## src/rtl/wb_arbiter_pkg.sv

```systemverilog
// Shared types and default widths for the register-file write-back arbiter.
// Holds the write-back entry layout {rd, data} used by the arbiter and its FIFO.
package wb_arbiter_pkg;

  localparam int DEF_AW    = 5;
  localparam int DEF_DW    = 32;
  localparam int DEF_DEPTH = 4;

  typedef struct packed {
    logic [DEF_AW-1:0] rd;
    logic [DEF_DW-1:0] data;
  } wb_entry_t;

endpackage

```

## src/rtl/wb_fifo.sv

```systemverilog
// Slow-path write-back FIFO: push/pop, head, occupancy, full/empty flags and
// a per-slot valid/rd view used to build the pending-write mask.
module wb_fifo
  import wb_arbiter_pkg::*;
#(
  parameter int  AW      = DEF_AW,
  parameter int  DEPTH   = DEF_DEPTH,
  parameter type entry_t = wb_entry_t
) (
  input  logic                         clk,
  input  logic                         rst,
  input  logic                         push,
  input  logic                         pop,
  input  entry_t                       wdata,
  output entry_t                       head,
  output logic [$clog2(DEPTH):0]       count,
  output logic                         full,
  output logic                         empty,
  output logic [DEPTH-1:0]             valid,
  output logic [DEPTH-1:0][AW-1:0]     rd_view
);

  localparam int PW = $clog2(DEPTH);

  entry_t          mem [DEPTH];
  logic [PW-1:0]   wptr;
  logic [PW-1:0]   rptr;

  always_ff @(posedge clk) begin
    if (push) mem[wptr] <= wdata;
  end

  always_ff @(posedge clk) begin
    if (rst) begin
      wptr  <= '0;
      rptr  <= '0;
      count <= '0;
    end else begin
      if (push) wptr <= wptr + 1'b1;
      if (pop)  rptr <= rptr + 1'b1;
      case ({push, pop})
        2'b10:   count <= count + 1'b1;
        2'b01:   count <= count - 1'b1;
        default: count <= count;
      endcase
    end
  end

  assign head  = mem[rptr];
  assign full  = (count == (PW+1)'(DEPTH));
  assign empty = (count == '0);

  // A slot is live when its distance from the read pointer is below count.
  always_comb begin
    for (int i = 0; i < DEPTH; i++) begin
      valid[i]   = {1'b0, PW'(PW'(i) - rptr)} < count;
      rd_view[i] = mem[i].rd;
    end
  end

endmodule

```

## src/rtl/wb_arbiter.sv

```systemverilog
// Register-file write-port arbiter: ALU results win, long-latency results
// queue in wb_fifo. Ports: alu_*, mdu_* in; WE3/A3/WD3, busy_mask, fifo_count,
// mdu_ready, waw_err out.
module wb_arbiter
  import wb_arbiter_pkg::*;
#(
  parameter int ADDRESS_WIDTH = DEF_AW,
  parameter int DATA_WIDTH    = DEF_DW,
  parameter int FIFO_DEPTH    = DEF_DEPTH
) (
  input  logic                          clk,
  input  logic                          rst,
  input  logic                          alu_we,
  input  logic [ADDRESS_WIDTH-1:0]      alu_rd,
  input  logic [DATA_WIDTH-1:0]         alu_result,
  input  logic                          mdu_valid,
  output logic                          mdu_ready,
  input  logic [ADDRESS_WIDTH-1:0]      mdu_rd,
  input  logic [DATA_WIDTH-1:0]         mdu_result,
  output logic                          WE3,
  output logic [ADDRESS_WIDTH-1:0]      A3,
  output logic [DATA_WIDTH-1:0]         WD3,
  output logic [2**ADDRESS_WIDTH-1:0]   busy_mask,
  output logic [$clog2(FIFO_DEPTH):0]   fifo_count,
  output logic                          waw_err
);

  typedef struct packed {
    logic [ADDRESS_WIDTH-1:0] rd;
    logic [DATA_WIDTH-1:0]    data;
  } entry_t;

  logic                                    push;
  logic                                    pop;
  logic                                    alu_v;
  logic                                    hit;
  logic                                    full;
  logic                                    empty;
  entry_t                                  head;
  entry_t                                  wdata;
  logic [FIFO_DEPTH-1:0]                   fvalid;
  logic [FIFO_DEPTH-1:0][ADDRESS_WIDTH-1:0] frd;

  assign mdu_ready = !full;
  assign alu_v     = alu_we && (alu_rd != '0);
  assign push      = !rst && mdu_valid && !full && (mdu_rd != '0);
  // empty is registered, so an entry pushed this cycle cannot pop yet.
  assign pop       = !rst && !alu_v && !empty;
  assign wdata     = '{rd: mdu_rd, data: mdu_result};

  wb_fifo #(
    .AW      (ADDRESS_WIDTH),
    .DEPTH   (FIFO_DEPTH),
    .entry_t (entry_t)
  ) u_fifo (
    .clk     (clk),
    .rst     (rst),
    .push    (push),
    .pop     (pop),
    .wdata   (wdata),
    .head    (head),
    .count   (fifo_count),
    .full    (full),
    .empty   (empty),
    .valid   (fvalid),
    .rd_view (frd)
  );

  always_comb begin
    hit = 1'b0;
    for (int i = 0; i < FIFO_DEPTH; i++) begin
      if (fvalid[i] && (frd[i] == alu_rd)) hit = 1'b1;
    end
  end

  always_ff @(posedge clk) begin
    if (rst) begin
      WE3     <= 1'b0;
      A3      <= '0;
      WD3     <= '0;
      waw_err <= 1'b0;
    end else begin
      if (alu_v && hit) waw_err <= 1'b1;
      if (alu_v) begin
        WE3 <= 1'b1;
        A3  <= alu_rd;
        WD3 <= alu_result;
      end else if (pop) begin
        WE3 <= 1'b1;
        A3  <= head.rd;
        WD3 <= head.data;
      end else begin
        WE3 <= 1'b0;
      end
    end
  end

  always_comb begin
    busy_mask = '0;
    for (int i = 0; i < FIFO_DEPTH; i++) begin
      if (fvalid[i]) busy_mask[frd[i]] = 1'b1;
    end
    if (WE3) busy_mask[A3] = 1'b1;
    busy_mask[0] = 1'b0;
  end

endmodule

```

## config.mk

```make
export PLATFORM = sky130hd
export DESIGN_NAME = wb_arbiter
export DESIGN_NICKNAME = d
export VERILOG_FILES = /design/src/rtl/wb_arbiter_pkg.sv /design/src/rtl/wb_fifo.sv /design/src/rtl/wb_arbiter.sv
export SDC_FILE = /design/constraint.sdc
export NUM_CORES = 1
export LEC_CHECK = 0
export CORE_MARGIN = 4
export CORE_UTILIZATION = 27
export DETAILED_ROUTE_END_ITERATION = 7
export PLACE_DENSITY = 0.57
export SYNTH_ARGS = -nofsm -noshare
export SYNTH_HDL_FRONTEND = slang
export SYNTH_SLANG_ARGS = --single-unit
```

## constraint.sdc

```tcl
create_clock -name clk -period 2.5 [get_ports clk]
set_clock_uncertainty 0.1 [all_clocks]
set_input_delay 0.25 -clock clk [delete_from_list [all_inputs] [get_ports clk]]
set_output_delay 0.25 -clock clk [all_outputs]
set_load 0.02 [all_outputs]
```

# ---- Word-level counts from Yosys, hierarchy flattened
# Memories as Yosys holds them, arrays and structs flattened. A register that Yosys moved wholly into a read port is not among the register bits.
# Cells that the tools add are included.
# W data, S select, Z words.
dict set report word_totals {
  register_bits 46
  ramBits 148
  inputBits 78
  output_inout_bits 75
  elab_cells 96
  n_memories 1
}
dict set report op_classes {
  addsub 8
  magnitude_cmp 14
  n_eq_ne 7
  muxes 30
  bitwise_logic 4
  reduce_logical 25
}
# name words word_bits read_ports rd_clocked_by_memory_dff write_ports line_no
set mem_list {}
lappend mem_list {u_fifo.mem 4 37 5 1 1 wb_fifo.sv:25} ;# entry_t mem [DEPTH];
# op n
set ops {}
lappend ops {{$mux W32} 7}
lappend ops {{$or A32 B32 Y32} 4}
lappend ops {{$lt A5 B6 Y1 const B} 5}
lappend ops {{$demux W1 S5} 5}
lappend ops {{$ge A5 B1 Y1 const B} 5}
lappend ops {{$eq A5 B5 Y1} 4}
lappend ops {{$logic_and A1 B1 Y1} 16}
lappend ops {{$mux W1} 13}
lappend ops {{$lt A2 B3 Y1} 4}
lappend ops {{$mux W5} 2}
lappend ops {{$reduce_bool A5 Y1} 2}
lappend ops {{$pmux W3 S2} 1}
lappend ops {{$add A2 B1 Y2 const B} 2}
lappend ops {{$logic_not A1 Y1} 4}
lappend ops {{$mux W2} 2}
lappend ops {{$reduce_bool A2 Y1} 2}
lappend ops {{$sub A1 B2 Y2 const A} 2}
lappend ops {{$sub A2 B2 Y2 const A} 2}
lappend ops {{$add A3 B1 Y3 const B} 1}
lappend ops {{$eq A3 B3 Y1 const B} 1}
lappend ops {{$logic_not A3 Y1} 1}
lappend ops {{$sub A3 B1 Y3 const B} 1}
lappend ops {{$eq A2 B1 Y1 const B} 1}
lappend ops {{$eq A2 B2 Y1 const B} 1}

# ---- Longest topological paths before layout
# An unclocked memory read counts as a cell.
dict set report depth {
  word_depth 14
  depth_mapped 11
  mapped_depth_nobuf 10
}

# ---- Modules after synthesis
# A second synthesis with hierarchy kept.
dict set report unflattened {
  cells_unflattened 724
  hier_area_um2 9699.3
}
# mod n_inst cells_each area_per_inst_um2 seq_area_each_um2
set by_module_without_submodules {}
lappend by_module_without_submodules {wb_fifo 1 277 6102.1 4624.4}
lappend by_module_without_submodules {wb_arbiter 1 447 3597.2 780.7}

# ---- Worst setup path before layout
# Ideal clock, no wire load.
dict set report synth_path {
  path_type {reg2reg}
  startpoint {reg u_fifo.count[1]}
  endpoint {mem u_fifo.mem[0][0] (netlist name) (enable)}
  setup_time_ns 0.398
  t_arrival_ns 2.225
  t_required_ns 2.002
  slack_ns -0.223
  path_stages_with_launch 6
  path_buffers 1
  synth_period_minus_slack_ns 2.723
  cell_sequence {dfxtp_1 > inv_1 > nand3_1 > and4b_1 > clkbuf_1 > and2_1}
}
dict set report synth_via {
  elab_chain_cells 6
}
# item line_no
set synth_lines {}
lappend synth_lines {{start, declared} wb_fifo.sv:16} ;# output logic [$clog2(DEPTH):0] count,
lappend synth_lines {{start signal, assigned} wb_fifo.sv:42} ;# 2'b10: count <= count + 1'b1;
lappend synth_lines {{start signal, assigned} wb_fifo.sv:43} ;# 2'b01: count <= count - 1'b1;
lappend synth_lines {{start signal, assigned} wb_fifo.sv:44} ;# default: count <= count;
lappend synth_lines {{$eq A3 B3 Y1} wb_fifo.sv:50} ;# assign full = (count == (PW+1)'(DEPTH));
lappend synth_lines {{$logic_not A1 Y1} n/a}
lappend synth_lines {{named net mdu_ready} wb_arbiter.sv:17} ;# output logic mdu_ready,
lappend synth_lines {{$logic_and A1 B1 Y1 (2 in a row)} wb_arbiter.sv:46} ;# assign push = !rst && mdu_valid && !full && (mdu_rd != '0);
lappend synth_lines {{$mux W1} wb_fifo.sv:30} ;# if (push) mem[wptr] <= wdata;
lappend synth_lines {{$mux W1 (implied by the code)} wb_fifo.sv:30}
lappend synth_lines {{end, declared} wb_fifo.sv:25}
# The timed path passes the listed nets, and every way through them passes these cells.

# ---- Final worst setup path
dict set report layout_path {
  startpoint {reg u_fifo.rptr[1]}
  endpoint {out busy_mask[3]}
}
dict set report layout_via {
  elab_chain_cells 11
  word_cells_on_any_way 17
  cone_classes {add/sub (4); order compare (4); mux (5); bitwise (4)}
}
# item line_no
set layout_lines {}
lappend layout_lines {{start, declared} wb_fifo.sv:27} ;# logic [PW-1:0] rptr;
lappend layout_lines {{start signal, assigned} wb_fifo.sv:40} ;# if (pop) rptr <= rptr + 1'b1;
lappend layout_lines {{$sub A1 B2 Y2} wb_fifo.sv:56} ;# valid[i] = {1'b0, PW'(PW'(i) - rptr)} < count;
lappend layout_lines {{$lt A2 B3 Y1} wb_fifo.sv:56}
lappend layout_lines {{$mux W32} wb_arbiter.sv:101} ;# if (fvalid[i]) busy_mask[frd[i]] = 1'b1;
lappend layout_lines {{$or A32 B32 Y32 (no line)} n/a}
lappend layout_lines {{$mux W32} wb_arbiter.sv:101}
lappend layout_lines {{$or A32 B32 Y32 (no line)} n/a}
lappend layout_lines {{$mux W32} wb_arbiter.sv:101}
lappend layout_lines {{$or A32 B32 Y32 (no line)} n/a}
lappend layout_lines {{$mux W32 (*)} wb_arbiter.sv:101}
lappend layout_lines {{$or A32 B32 Y32 (no line)} n/a}
lappend layout_lines {{$mux W32 (*)} wb_arbiter.sv:103} ;# if (WE3) busy_mask[A3] = 1'b1;
lappend layout_lines {{end, declared} wb_arbiter.sv:23} ;# output logic [2**ADDRESS_WIDTH-1:0] busy_mask,
# Every way passes the cells marked *; elsewhere a longest branch is shown, timed or not.

==> impl_metrics.json <==
{
  "status": "finished, violations left",
  "synth_cells": 728,
  "cts_tree": "done",
  "synth_common_cells": "edfxtp_1 (148), nor2_1 (60), dfxtp_1 (48), nand2_1 (48), nand3_1 (39)",
  "post-dp-hpwl_um": 20800,
  "post-synth-top-area-fraction_pct": 47.2,
  "drv_cap": 0,
  "grt_pass1_vias": 7150,
  "cts.path.max_buffers": 2,
  "drt_pre_antenna_iters": 6,
  "synth_fa_ha_area_share_pct": 1.41,
  "rsz0062_at_grt": "true",
  "dieArea_um2": 38000,
  "synth.distinct_cells": 61,
  "muxShareOfSynthArea_pct": 12.2,
  "antenna_found_initial": 1,
  "port_buffers": 151,
  "grt_pass1_wl_um": 43600,
  "synth.net_count": 816,
  "yosys.area_share.simple_pct": 13.1,
  "synth_area_leaders": "edfxtp_1 (47%), dfxtp_1 (10%), mux4_2 (8.8%), mux2i_1 (3.4%), a22oi_1 (2.8%)",
  "maxSlewViolCount": 0,
  "synth_ff_type": "edfxtp_1",
  "finalSetupViolCount": 31,
  "place.gp.congestion": 0.929,
  "synthArstFlopShare_pct": 0,
  "postRouteWirelength_um": 28700,
  "p_per_area_nw_per_um2": 596,
  "fin_util_pct": 38.2,
  "crit_required_ps": 2150,
  "clkLatencyLatePin_ps": 430,
  "start_util_pct": 27.3,
  "synth_top_cell_by_area": "edfxtp_1",
  "fin_crit_sh_pct": 116,
  "viasPerCell": 4.90,
  "ir_worst_vdd_uv": 493,
  "cts_hold_buf": 0,
  "vias": 6967,
  "cts.sink_count": 196,
  "drt-wirelength-per-cell_um": 20.2,
  "yosysWarnings": 0,
  "maxSlewHeadroom_pct": 42.1,
  "worst_pin_slew_ps": 868,
  "hold_viol": 0,
  "area_growth_pct": 39.6,
  "cts_buffers": 17,
  "violations": "negative setup slack",
  "drtIter0Drc": 576,
  "max_freq_ghz": 0.345,
  "die_h_um": 195,
  "final_nets": 1040,
  "ioPinCount": 153,
  "core_um2": 34500,
  "detail-route-antenna-nets": 0,
  "end_kind": "output pin",
  "hold_class": "primary input to flop",
  "drive_above_1_share_pct": 30.5,
  "clkSlewWorstSetupHoldPaths_ps": 70,
  "crit_fanout": 4,
  "rows": 68,
  "grt_usage_pct": 14.9,
  "synth_edf_count": 148,
  "start_kind": "flop",
  "syn_area_um2": 9420,
  "seq_area_frac_synth_pct": 57.4,
  "synth_top_family_by_area": "simple AND/OR/NAND/NOR gates",
  "synth.most_common_cell": "edfxtp_1",
  "leakage_uw": 0.00450,
  "arrival_ps": 2550,
  "syn_avg_cell_area_um2": 12.9,
  "gr-total-overflow": 0,
  "hold_ws_ps": 270,
  "root_buffer": "clkbuf_16",
  "die_w_um": 195,
  "critPathKind": "flop to output pin",
  "worst_slack_ps": -399,
  "synth_xor_area_share_pct": 2.42,
  "h-tree-depth": 4,
  "synth_compound_area_share_pct": 9.59,
  "grt_max_degree": 78,
  "ys_seq_elements": 196,
  "fin_crit_ps": 2900,
  "drc": 0
}
==> repair_timing <==
item	in CTS	in global routing
hold endpoints to repair	0	0
gates cloned	0	0
gates resized for setup	248	17
pin swaps	37	14
buffers inserted	13	1
endpoints found under the setup margin	31	34
==> worst max-delay path, cell delays in order, from the launching register on <==
cell	delay (ps)
dfxtp_2	340
xnor2_2	140
buf_4	130
buf_4	130
ha_4	270
nand2b_4	60
o21a_4	220
nand3_2	90
nor2_1	50
or4_4	540
buf_6	150
==> sequential cells by signal, summed over array words and instances (netlist names), named ones only <==
signal	count
u_fifo.mem	148
A3	5
WD3	32
waw_err	1
WE3	1
u_fifo.count	3
u_fifo.rptr	2
u_fifo.wptr	2
==> per-stage QoR <==
| step | setup WS [ps] | cell area, µm² | total power, µW | std cells | TNS, ps |
|---|---|---|---|---|---|
| 4_1_cts | -377 | 13100 | 7930 | 1420 | -7250 |
| 3_5_place_dp | -441 | 12100 | 5160 | 1379 | -21960 |
| 2_1_floorplan | -89.1 | 9450 | 4480 | 728 | -89.1 |
| 5_1_grt | -479 | 13200 | 8190 | 1420 | -11810 |
| 3_3_place_gp | -445 | 12100 | 5150 | 1379 | -20650 |
| 6_report | -399 | 13200 | 7840 | 1421 | -8570 |
==> layout make-up <==
type / count / area, µm²
fillers: 3381 / 21300
flip-flops and latches: 196 / 5410
multi-input cells: 459 / 4010
repair buffers: 260 / 2530
well taps: 455 / 569
clock buffers: 21 / 450
clock inverters: 11 / 109
inverters: 18 / 70.1
diodes: 1 / 2.50
==> path summary, 6_finish.rpt <==
kind	startpoint	endpoint	slack [ps]	cells past startpoint
worst max-delay path	u_fifo.rptr[1]$_SDFFE_PP0P_	busy_mask[3]	-400	10
worst min-delay path	rst	u_fifo.rptr[0]$_SDFFE_PP0P_	270	3
worst max register to register	u_fifo.count[2]$_SDFFE_PP0P_	u_fifo.count[2]$_SDFFE_PP0P_	130	10
worst min register to register	u_fifo.wptr[1]$_SDFFE_PP0P_	u_fifo.wptr[1]$_SDFFE_PP0P_	400	2
==> cells in the final DEF, fill, tap and decap left out, types with 10 or more instances in the layout <==
cell,Yosys,routed
a211oi_1,28,28
nor3b_1,10,10
a22oi_2,0,10
xnor2_1,15,14
buf_4,8,90
edfxtp_1,148,148
mux2i_1,32,32
inv_1,18,16
clkbuf_16,0,17
nand4_1,10,10
nor2b_1,13,10
nand3_2,1,18
nand3_1,39,22
nor2_1,60,57
a22oi_1,35,25
dfxtp_1,48,43
clkdlybuf4s50_1,0,116
nand2_1,48,46
buf_6,6,38
o21ai_0,12,12
mux4_2,37,37
xor2_1,11,11
buf_12,0,11
==> kinds of logic after synthesis <==
kind of cell,after synthesis
adders and majority gates,10
DFF,196
muxes,69
buffers and inverters,73
and+or+nand+nor,238
xor gates and xnor gates,26
other,1
AOI/OAI and AO/OA,115
==> report_power, final <==
part	internal (µW)	switching [µW]	total, µW
Clock	1490	1130	2610
Sequential	3620	83.2	3710
Combinational	764	757	1520
==> routing by layer <==
| metal | GRT usage [%] | share of wire (%) | vias to the layer above |
|---|---|---|---|
| li1 | - | - | 3238 |
| met1 | 19.1 | 42 | 3417 |
| met2 | 24.6 | 48 | 260 |
| met3 | 3.66 | 7.2 | 50 |
| met5 | 0 | 0.045 | - |
| met4 | 5.09 | 2.7 | 2 |
Power figures use the tool's default switching activity.
==> RTL change 1, RTL diff (same settings) <==
The package constant `DEF_DEPTH` goes from 4 to 2.
--- a/src/rtl/wb_arbiter_pkg.sv
+++ b/src/rtl/wb_arbiter_pkg.sv
@@ -4,7 +4,7 @@
 
   localparam int DEF_AW    = 5;
   localparam int DEF_DW    = 32;
-  localparam int DEF_DEPTH = 4;
+  localparam int DEF_DEPTH = 2;
 
   typedef struct packed {
     logic [DEF_AW-1:0] rd;
Ports: changed (resized fifo_count); port bits go from 153 to 152. No check against the original RTL was run, so the function may have changed too.
==> RTL change 1 against the original RTL <==
Wire length shrank 43%. Total power decreased by 26%. Design area down 39%. Final cell count down 33%. Sequential cell count down 78. Maximum frequency increased by 19%. Synthesized area decreased by 42%. Setup slack improved by 0.47 ns. Largest power group is now clock. Highest routed layer unchanged.
==> RTL change 1: results (changes against the original RTL) <==
[placed_design]
port_buffers = 150  ; -0.66%
dp_hpwl_um = 11700  ; -44%
place_congestion = 0.878  ; -5.5%
pre_cts_ws_ns = -0.100  ; +0.341 ns
dp_cells = 913  ; -34%
dpl_cell_area_sq_mm = 0.00739  ; -39%

[synth]
syn_inst = 502  ; -31%
synth.top_cells.by_area = sky130_fd_sc_hd__edfxtp_1 (41%), sky130_fd_sc_hd__dfxtp_1 (16%), sky130_fd_sc_hd__nand2_1 (7.6%)
syn-num-nets = 581  ; -29%
seq_area_frac_synth_pct = 57.0  ; -0.34 points
synth.cells.most_frequent = sky130_fd_sc_hd__nand2_1 (110), sky130_fd_sc_hd__edfxtp_1 (74), sky130_fd_sc_hd__dfxtp_1 (44)
synth-edff-count = 74  ; -50%

[run_status]
run_status = finished, final reports clean

[clocking]
cts_buffers = 17  ; unchanged
clkLatencyLatePin_ns = 0.41  ; -0.02 ns

[global_route]
wire_length_of_the_first_global_routing_pass_um = 25400  ; -42%
grt_start_max_net_pins = 45  ; -42%
gr-usage-all-layers_pct = 14.6  ; -0.22 points

[setup_path]
critPathArrivalTime_ns = 2.08  ; -0.47 ns
r2r-start = u_fifo.count[1]
cp_max_fo = 6  ; +2
timing.rr.end = u_fifo.mem[1][28]
ff2ff_setup_slack_ns = 0.21  ; +0.08 ns
slowest_stage_cell_cp = sky130_fd_sc_hd__or3_1
critical_path.endpoint = busy_mask[8]

[route]
m1WireLength_um = 6960  ; -43%
vias = 4525  ; -35%
detail_route.wl_per_cell_um = 17.2  ; -15%
drt_first_iter_violations = 184  ; -68%
route.detailed.vias_per_inst = 4.78  ; -2.5%
first_pass_iters = 4  ; -2
wl_met3_um = 1200  ; -42%

[pwr]
irDropWorstVdd_uv = 447  ; -9.4%
net-switching-power_mw = 1.40  ; -29%

[timing]
fmaxAchievable_mhz = 412  ; +19%
worst_slew_pin_slew_ns = 1.13  ; +0.261 ns

[layout]
final_layout_size_suffix_gt1_share_pct = 13.9  ; -17 points
num_antenna_cells = 0  ; -1
top_regs = u_fifo.mem: 74 flops, WD3: 32 flops, A3: 5 flops

-- RTL change 1: changes by cell type after synthesis, moves of 34 or more --
cell                       change
sky130_fd_sc_hd__a21oi_1      +34
sky130_fd_sc_hd__a22oi_1      -34
sky130_fd_sc_hd__edfxtp_1     -74
sky130_fd_sc_hd__mux4_2       -37
sky130_fd_sc_hd__nand2_1      +62
sky130_fd_sc_hd__nand3_1      -34
sky130_fd_sc_hd__nor2_1       -47
sky130_fd_sc_hd__o211ai_1     +39
-- RTL change 1: what timing repair did --
action | CTS | global route
buffers inserted | 2 | 0
gates resized for setup | 39 | 12
setup endpoints to repair | 31 | 63
-- RTL change 1: critical path: cells and delay by family (launching register included) --
family	cells	cell delay [ns]
flip-flops	1	0.38
AND/OR/NAND/NOR	1	0.49
AO/OA/AOI/OAI	1	0.25
buffers and inverters	2	0.54
-- RTL change 1: power groups by stage --
stage / Sequential (mW) / Combinational [mW] / Clock [mW]
6_report: 2.27 / 0.936 / 2.60
5_1_grt: 2.28 / 1.02 / 2.78
4_1_cts: 2.27 / 0.949 / 2.67
3_5_place_dp: 2.31 / 0.945 / 0
3_3_place_gp: 2.31 / 0.932 / 0
2_1_floorplan: 2.35 / 0.448 / 0
-- RTL change 1: layer usage --
metal	global-route usage [%]	vias to the layer above
met3	5.30	17
met4	3.98	2
met5	0	-
met2	25.1	153
li1	-	2203
met1	17.3	2150
-- RTL change 1: cell families after synthesis --
group                    synth area share, %
buffers and inverters                   4.00
AND/OR/NAND/NOR                         13.3
XOR/XNOR                                2.09
multiplexers                            6.85
flip-flops                              57.0
adder cells (fa/ha/maj)                0.230
AO/OA/AOI/OAI                           16.4
other                                 0.0689
-- RTL change 1: cell type report --
cell class	instances	area, sq um
fillers	1955	11600
multi-input cells	337	2180
clock inverters	13	204
flip-flops and latches	118	3110
clock buffers	19	433
well taps	265	332
inverters	5	18.8
repair buffers	190	1770
-- RTL change 1: worst min-delay path by stage --
| stage | cells after the start | start | end |
|---|---|---|---|
| 6_report | 3 | rst | waw_err |
| 3_3_place_gp | 1 | waw_err | waw_err |
| 3_5_place_dp | 1 | waw_err | waw_err |
| 4_1_cts | 3 | rst | waw_err |
| 5_1_grt | 3 | rst | waw_err |
| 2_1_floorplan | 0 | mdu_result[0] | u_fifo.mem[0][0] |
-- RTL change 1: per-stage QoR --
step | hold WS (ns) | util (%) | TNS, ns | power [mW]
CTS | 0.165 | 40.9 | 0 | 5.89
global placement | 0.364 | 37.6 | -4.15 | 3.24
floorplan | 0.249 | - | -10.73 | 2.80
finish | 0.184 | 40.9 | 0 | 5.81
detailed placement | 0.375 | 37.6 | -7.11 | 3.25
global route | 0.187 | 40.9 | 0 | 6.08
==> RTL change 2, RTL diff (config.mk and constraints unchanged) <==
Made on the original files. Register the output `fifo_count`, with the module's reset; this adds one clock of latency there. The other outputs are not delayed to match.
--- a/src/rtl/wb_arbiter.sv
+++ b/src/rtl/wb_arbiter.sv
@@ -30,6 +30,8 @@
     logic [DATA_WIDTH-1:0]    data;
   } entry_t;
 
+  logic [$clog2(FIFO_DEPTH):0] fifo_count_d;
+
   logic                                    push;
   logic                                    pop;
   logic                                    alu_v;
@@ -59,7 +61,7 @@
     .pop     (pop),
     .wdata   (wdata),
     .head    (head),
-    .count   (fifo_count),
+    .count   (fifo_count_d),
     .full    (full),
     .empty   (empty),
     .valid   (fvalid),
@@ -104,5 +106,13 @@
     busy_mask[0] = 1'b0;
   end
 
+  always_ff @(posedge clk) begin
+    if (rst) begin
+      fifo_count <= '0;
+    end else begin
+      fifo_count <= fifo_count_d;
+    end
+  end
+
 endmodule
 
Formal check against the unedited RTL: not equivalent (a bounded check fails within 4 cycles, from zero or initial values and one cycle with rst high).
==> RTL change 2 against the original RTL <==
The flow still finishes with violations (negative setup slack). Non-clock buffer count increased by 10. Synthesized area increased by 0.54%. Count of clock-buffer cells in the layout decreased by 2. Design area increased by 2.7%. Sequential cell count increased by 3. Critical endpoint is now busy_mask[11]. Total power increased by 2.6%. Setup slack improved by 0.19 ns. Wire length decreased by 0.81%.
==> RTL change 2: results (changes against the original RTL) <==
[run_status]
run_status = finished with violations
violations = negative setup slack

[timing]
whs_ns = 0.175  ; -0.0950 ns
setup-violations-final = 31  ; unchanged
worst_slack_ns = -0.213  ; +0.186 ns
totalNegativeSetupSlack_ns = -4.38  ; +4.20 ns

[global_route]
met2_usage_pct = 23.6  ; -1.0 points
gr-usage-all-layers_pct = 14.8  ; -0.046 points
use_met1_pct = 19.1  ; +0.021 points
grt_start_max_net_pins = 39  ; -50%
grt_antenna_before_repair = 5  ; +4

[layout]
buffering_overhead_pct = 19.6  ; +0.34 points
seq_area_share_pct = 40.5  ; -0.62 points
num_antenna_cells = 0  ; -1
nNonClkBuffers = 270  ; +3.8%
fillers = 3363  ; -0.53%
final_design_area_no_fill_sq_mm = 0.0135  ; +2.7%
total_number_of_nets_in_the_final_design = 1062  ; +2.1%
layout.non_clock_inverters = 12  ; -6
multi_input_gate_share_of_total_cell_area_pct = 31.0  ; +0.52 points
final_layout_size_suffix_gt1_share_pct = 33.1  ; +2.7 points

[setup_path]
worst-r2r-cell-count = 12  ; +2
r2r-start = u_fifo.rptr[0]
critPathArrivalTime_ns = 2.36  ; -0.19 ns
slowest_stage_cell_cp = sky130_fd_sc_hd__dfxtp_4
ff2ff_setup_slack_ns = 0.10  ; -0.03 ns
timing.rr.end = waw_err
crit_family = buffers and inverters

[synth]
netlist-cell-type-count = 53  ; -13%
syn_inst = 744  ; +2.2%

[route]
vias = 7176  ; +3.0%
totalWireLength_um = 28400  ; -0.81%

[placed_design]
dp_hpwl_um = 20300  ; -2.3%
dp_cells = 1402  ; +1.7%

==> RTL change 2: cell types whose count changed in the layout (fill, tap and decap cells not counted), sizes merged, moves of 4 or more <==
cell | before | now
or3 | 6 | 2
a22oi | 35 | 26
a21oi | 6 | 11
o21ai | 14 | 9
a221oi | 0 | 4
buf | 141 | 151
o22ai | 6 | 2
nand2b | 6 | 12
a32oi | 1 | 11
clkinv | 7 | 3
a31oi | 0 | 6
nor4 | 2 | 8
nor3 | 13 | 21
nor2 | 60 | 68
==> RTL change 2: kinds of logic after synthesis <==
family,share of synthesized area (%)
compound gates,9.42
mux,12.3
flops,57.7
fa+ha+maj,1.40
simple gates,13.3
buf+inv,3.42
xor+xnor,2.40
other cells,0.0396
==> RTL change 2: power by group <==
| part | internal [mW] | switching [mW] | leakage, nW |
|---|---|---|---|
| Combinational | 0.798 | 0.779 | 2.62 |
| Clock | 1.46 | 1.25 | 0.282 |
| Sequential | 3.67 | 0.0901 | 1.77 |
| Total | 5.93 | 2.12 | 4.67 |
